`src/rtl/status_led_pkg.sv`:
```
// Shared types and constants for the status LED controller.
// Mode encoding per channel plus a counter width helper.
package status_led_pkg;

  typedef enum logic [1:0] {
    LED_OFF     = 2'd0,
    LED_DIRECT  = 2'd1,
    LED_STRETCH = 2'd2,
    LED_TOGGLE  = 2'd3
  } led_mode_t;

  localparam int unsigned RST_SYNC_STAGES = 2;

  // Counter width for a terminal value n, never less than one bit.
  function automatic int unsigned ctr_width(input int unsigned n);
    return (n <= 1) ? 1 : $clog2(n);
  endfunction

endpackage

```
`src/rtl/status_led_if.sv`:
```
// Event/mode inputs and LED/counter outputs of the status LED controller.
interface status_led_if #(
  parameter int unsigned NUM_CH = 4,
  parameter int unsigned CNT_W  = 32
) ();

  logic [NUM_CH-1:0]       event_in;
  logic [2*NUM_CH-1:0]     mode;
  logic                    cnt_clr;
  logic [NUM_CH-1:0]       led;
  logic                    heartbeat;
  logic [NUM_CH*CNT_W-1:0] event_cnt;

  modport master (
    output event_in, mode, cnt_clr,
    input  led, heartbeat, event_cnt
  );

  modport slave (
    input  event_in, mode, cnt_clr,
    output led, heartbeat, event_cnt
  );

endinterface

```
`src/rtl/led_channel.sv`:
```
// One LED channel: rising-edge detect, stretch timer, toggle state and
// saturating event counter, all with registered outputs.
module led_channel
  import status_led_pkg::*;
#(
  parameter int unsigned STRETCH_CYCLES = 12500000,
  parameter int unsigned CNT_W          = 32
) (
  input  logic             clk_125mhz,
  input  logic             rst_n,
  input  logic             event_in,
  input  led_mode_t        mode,
  input  logic             cnt_clr,
  output logic             led,
  output logic [CNT_W-1:0] event_cnt
);

  localparam int unsigned      TMR_W    = ctr_width(STRETCH_CYCLES);
  // Timer holds remaining high clocks after the first one, so it never needs STRETCH_CYCLES itself.
  localparam logic [TMR_W-1:0] TMR_LOAD = TMR_W'(STRETCH_CYCLES - 1);
  localparam logic [CNT_W-1:0] CNT_MAX  = '1;

  logic             prev_q;
  logic [TMR_W-1:0] tmr_q;
  logic             tog_q;
  logic             rise_c;

  assign rise_c = event_in & ~prev_q;

  always_ff @(posedge clk_125mhz or negedge rst_n) begin
    if (!rst_n) begin
      prev_q    <= 1'b0;
      tmr_q     <= '0;
      tog_q     <= 1'b0;
      led       <= 1'b0;
      event_cnt <= '0;
    end else begin
      prev_q <= event_in;

      if (mode != LED_STRETCH) begin
        tmr_q <= '0;
      end else if (rise_c) begin
        tmr_q <= TMR_LOAD;
      end else if (tmr_q != '0) begin
        tmr_q <= tmr_q - TMR_W'(1);
      end

      if (mode != LED_TOGGLE) begin
        tog_q <= 1'b0;
      end else begin
        tog_q <= tog_q ^ rise_c;
      end

      case (mode)
        LED_OFF:     led <= 1'b0;
        LED_DIRECT:  led <= event_in;
        LED_STRETCH: led <= rise_c | (tmr_q != '0);
        LED_TOGGLE:  led <= tog_q ^ rise_c;
        default:     led <= 1'b0;
      endcase

      // Clear wins over a coincident edge.
      if (cnt_clr) begin
        event_cnt <= '0;
      end else if (rise_c && (event_cnt != CNT_MAX)) begin
        event_cnt <= event_cnt + CNT_W'(1);
      end
    end
  end

endmodule

```
`src/rtl/status_led_ctrl.sv`:
```
// Multi-channel status LED controller: reset synchroniser, heartbeat blinker
// and one led_channel per event input.
module status_led_ctrl
  import status_led_pkg::*;
#(
  parameter int unsigned NUM_CH         = 4,
  parameter int unsigned STRETCH_CYCLES = 12500000,
  parameter int unsigned HB_HALF_CYCLES = 62500000,
  parameter int unsigned CNT_W          = 32
) (
  input  logic        clk_125mhz,
  input  logic        rst_n,
  status_led_if.slave bus
);

  localparam int unsigned   HB_W    = ctr_width(HB_HALF_CYCLES);
  localparam logic [HB_W-1:0] HB_LAST = HB_W'(HB_HALF_CYCLES - 1);

  logic [RST_SYNC_STAGES-1:0] rst_sync_q;
  logic                       rst_int_n;
  logic [HB_W-1:0]            hb_cnt_q;
  logic                       heartbeat_q;
  logic [NUM_CH-1:0]          led_w;
  logic [NUM_CH*CNT_W-1:0]    cnt_w;

  // Assert asynchronously, release after RST_SYNC_STAGES clock edges.
  always_ff @(posedge clk_125mhz or negedge rst_n) begin
    if (!rst_n) begin
      rst_sync_q <= '0;
    end else begin
      rst_sync_q <= {rst_sync_q[RST_SYNC_STAGES-2:0], 1'b1};
    end
  end

  assign rst_int_n = rst_sync_q[RST_SYNC_STAGES-1];

  always_ff @(posedge clk_125mhz or negedge rst_int_n) begin
    if (!rst_int_n) begin
      hb_cnt_q    <= '0;
      heartbeat_q <= 1'b0;
    end else if (hb_cnt_q == HB_LAST) begin
      hb_cnt_q    <= '0;
      heartbeat_q <= ~heartbeat_q;
    end else begin
      hb_cnt_q    <= hb_cnt_q + HB_W'(1);
    end
  end

  for (genvar i = 0; i < NUM_CH; i++) begin : g_ch
    led_channel #(
      .STRETCH_CYCLES (STRETCH_CYCLES),
      .CNT_W          (CNT_W)
    ) u_ch (
      .clk_125mhz (clk_125mhz),
      .rst_n      (rst_int_n),
      .event_in   (bus.event_in[i]),
      .mode       (led_mode_t'(bus.mode[2*i +: 2])),
      .cnt_clr    (bus.cnt_clr),
      .led        (led_w[i]),
      .event_cnt  (cnt_w[i*CNT_W +: CNT_W])
    );
  end

  assign bus.led       = led_w;
  assign bus.heartbeat = heartbeat_q;
  assign bus.event_cnt = cnt_w;

endmodule

```
`src/flat_wrapper.sv`:
```
// flat-port wrapper written by rule: the top's interface ports become plain ports
module status_led_ctrl_flat import status_led_pkg::*;
#(
  parameter int unsigned NUM_CH         = 4,
  parameter int unsigned STRETCH_CYCLES = 12500000,
  parameter int unsigned HB_HALF_CYCLES = 62500000,
  parameter int unsigned CNT_W          = 32
)
  (clk_125mhz, rst_n, bus_event_in, bus_mode, bus_cnt_clr, bus_led, bus_heartbeat, bus_event_cnt);
  status_led_if #(.NUM_CH(NUM_CH), .CNT_W(CNT_W)) bus_i ();
  input  logic clk_125mhz;
  input  logic rst_n;
  input wire logic [$bits(bus_i.event_in)-1:0] bus_event_in;
  input wire logic [$bits(bus_i.mode)-1:0] bus_mode;
  input wire logic [$bits(bus_i.cnt_clr)-1:0] bus_cnt_clr;
  output wire logic [$bits(bus_i.led)-1:0] bus_led;
  output wire logic [$bits(bus_i.heartbeat)-1:0] bus_heartbeat;
  output wire logic [$bits(bus_i.event_cnt)-1:0] bus_event_cnt;
  assign bus_i.event_in = bus_event_in;
  assign bus_i.mode = bus_mode;
  assign bus_i.cnt_clr = bus_cnt_clr;
  assign bus_led = bus_i.led;
  assign bus_heartbeat = bus_i.heartbeat;
  assign bus_event_cnt = bus_i.event_cnt;
  status_led_ctrl #(.NUM_CH(NUM_CH), .STRETCH_CYCLES(STRETCH_CYCLES), .HB_HALF_CYCLES(HB_HALF_CYCLES), .CNT_W(CNT_W)) u_core (.clk_125mhz(clk_125mhz), .rst_n(rst_n), .bus(bus_i));
endmodule
```
`config.mk`:
```
export PLATFORM = sky130hd
export DESIGN_NAME = status_led_ctrl_flat
export DESIGN_NICKNAME = d
export VERILOG_FILES = /design/src/rtl/status_led_pkg.sv /design/src/rtl/status_led_if.sv /design/src/rtl/led_channel.sv /design/src/rtl/status_led_ctrl.sv /design/src/flat_wrapper.sv
export SDC_FILE = /design/constraint.sdc
export NUM_CORES = 1
export LEC_CHECK = 0
export ABC_CLOCK_PERIOD_IN_PS = 7400
export BUFFER_PORTS_ARGS = -buffer_cell sky130_fd_sc_hd__buf_2
export CAP_MARGIN = 20
export CORE_ASPECT_RATIO = 0.75
export CORE_MARGIN = 2
export CORE_UTILIZATION = 54
export DETAILED_ROUTE_END_ITERATION = 12
export PLACE_DENSITY_LB_ADDON = 0.25
export SLEW_MARGIN = 20
export SYNTH_ARGS = -nofsm -noshare
export SYNTH_HDL_FRONTEND = slang
export SYNTH_SLANG_ARGS = --single-unit
```
`constraint.sdc`:
```
create_clock -name clk_125mhz -period 7.4 [get_ports clk_125mhz]
set_input_delay 0.74 -clock clk_125mhz [delete_from_list [all_inputs] [get_ports clk_125mhz]]
set_output_delay 0.74 -clock clk_125mhz [all_outputs]
set_load 0.02 [all_outputs]
```
==> metrics.cfg <==
[placed_design]
pre_cts_ws_ns=3.867
post_dp_cell_area_sq_um=15030
numPortBuffers=147
hpwl_microns=23120
place_congestion=0.8587

[setup_path]
crit_fanout=20
cp.arrival_ns=4.02
worstPathRequired_ns=7.83
ff2ff_setup_slack_ns=3.80
crit_type=reg2reg
crit_path_start_kind=register
end_kind=register

[global_routing]
grt_max_degree=133
grt_pass1_vias=11350
antenna_found_initial=0
grt-ovfl-total=0
grt_pass1_wl_microns=58130
grt_usage_pct=25.53

[clock_network]
clk_pin_slew_ns=0.06
ctsHtreeMaxLevel=1
post_cts_buffers=0
holdBufCountCts=1
cts_root_buffer=clkbuf_16
clk_latency_ns=0.54
numCtsBuffers=28
clock_path_buffers=3
cts_tree=built
post_cts_resized=0
cts.sinks=265

[detailed_routing]
drtIter0Drc=1035
vias_per_cell=6.163
ant_nets=0
wl_per_cell_microns=17.22
drc=0
dr.pass1.iters=5
drt_wl_total_microns=34680
vias=12410

[synth]
seq_area_frac_synth_pct=47.22
netlist_instances=1528
synthArstFlopShare_pct=100.0
yosysUniqueCellTypes=61
synth_ff_type=dfrtp_1
ys_seq_elements=265
syn_avg_cell_area_sq_um=9.192
synth_edf_count=0
synth.largest_area_cell=dfrtp_1
synth_area_leaders=dfrtp_1, a21oi_1, xnor2_1
synth.cell_area_sq_um=14040
yosys.area.top_type_share_pct=47.22
synth_fp_nets=1556
yosysWarnings=0

[power_and_ir_drop]
ir_drop_v=0.0002010
power.density_nw_per_um2=229.3
p_total_mw=3.687
p_leak_nw=6.863

[floorplanning]
coreArea_sq_um=25780
die_x_microns=190.2
dieArea_sq_um=27330
die_y_microns=143.7
row_count=51
start_util_pct=54.48
pin_count=148

[cells_and_area]
stdcell_area_sq_um=16080
area_growth_pct=14.46
final_layout_size_suffix_gt1_share_pct=14.74
final_nets=1675
layout_common_cells=dfrtp_1, a21oi_1, buf_2
final_common_cell=dfrtp_1
post-route-util_pct=62.36

[sta]
skew_ns=0.01289
worst_slew_pin_slew_ns=1.039
setup_ws_ns=3.804
slew_viol_final=0
hold_violations=0
finalCritPeriodShare_pct=48.59
slew_headroom_pct=30.11
fmax_mhz=278.1
period_needed_ns=3.596
rsz0062_at_grt=false
setup_viol=0
setup_tns_ns=0

[hold_path]
hp-class=reg2reg

[run]
cap_violations=0

[run_status]
outcome=finished clean

==> logic make-up (layout without fill, tap and decap cells) <==
family	after synthesis	after routing	share of synthesized area, %
AO/OA/AOI/OAI	342	342	14.58
XOR/XNOR	88	88	5.488
adder cells (fa/ha/maj)	13	13	1.158
buffers and inverters	100	241	2.851
flip-flops	265	265	47.22
multiplexers	13	13	1.016
other	1	2	0.02670
AND/OR/NAND/NOR	706	706	27.66
==> area by class of cell <==
class	count	area [sq um]
antenna	1	2.502
multi-input combinational	1163	7030
inverter	28	105.1
clock buffer	36	802.0
clock inverter	16	191.4
fill	2223	9704
timing repair buffer	161	878.3
sequential	265	6635
tap	344	430.4
==> metal layers <==
layer / track usage, % / share of wire, %
met4: 4.896 / 1.5
met3: 4.737 / 6.2
met5: 0 / 0
met2: 38.34 / 44
met1: 38.83 / 48
==> state kept, by name (all words and copies together) (netlist names) <==
register                    count
u_core.rst_sync_q               2
u_core.g_ch.u_ch.led            4
u_core.g_ch.u_ch.tog_q          4
u_core.g_ch.u_ch.event_cnt    128
u_core.g_ch.u_ch.tmr_q         96
u_core.bus.heartbeat            1
u_core.hb_cnt_q                26
u_core.g_ch.u_ch.prev_q         4
==> power breakdown <==
group	total [mW]	internal [mW]	switching, mW
Combinational	0.603	0.233	0.370
Sequential	1.59	1.51	0.0752
Clock	1.50	0.904	0.593
==> per-stage QoR <==
step / std cells / hold WS (ns)
final: 2014 / 0.3510
after global routing: 2013 / 0.3368
after CTS: 2012 / 0.3288
after detailed placement: 1959 / 0.3420
after global placement: 1959 / 0.3373
after floorplan: 1528 / 0.3311
==> Yosys cell counts, types with 33 or more instances <==
cell type / n
nand2_1: 96
or3_1: 77
nand4_1: 73
a21oi_1: 147
or4_1: 39
xnor2_1: 61
nor4_1: 35
nor3_1: 63
nand3_1: 74
o31ai_1: 33
clkbuf_1: 60
nor2_1: 115
dfrtp_1: 265
o21ai_0: 83
==> worst max-delay path, stage by stage (launching register included) <==
cell and delay, ns:
dfrtp_1 0.45, nor4_1 0.48, nor4b_1 0.83, nand4_1 0.89
and2_1 0.53, a311oi_1 0.29
==> worst paths after layout <==
check | from | end | depth (start not counted)
worst max-delay path | u_core.g_ch[3].u_ch.tmr_q[8] | u_core.g_ch[3].u_ch.tmr_q[13] | 5
worst min-delay path | u_core.rst_sync_q[0] | u_core.rst_sync_q[1] | 0
worst max register to register | u_core.g_ch[3].u_ch.tmr_q[8] | u_core.g_ch[3].u_ch.tmr_q[13] | 5
worst min register to register | u_core.rst_sync_q[0] | u_core.rst_sync_q[1] | 0
max in group asynchronous | u_core.rst_sync_q[1] | u_core.g_ch[2].u_ch.tog_q | 1
min in group asynchronous | u_core.rst_sync_q[1] | u_core.g_ch[3].u_ch.event_cnt[8] | 0
Note: power is estimated with default switching activity, not from simulation.
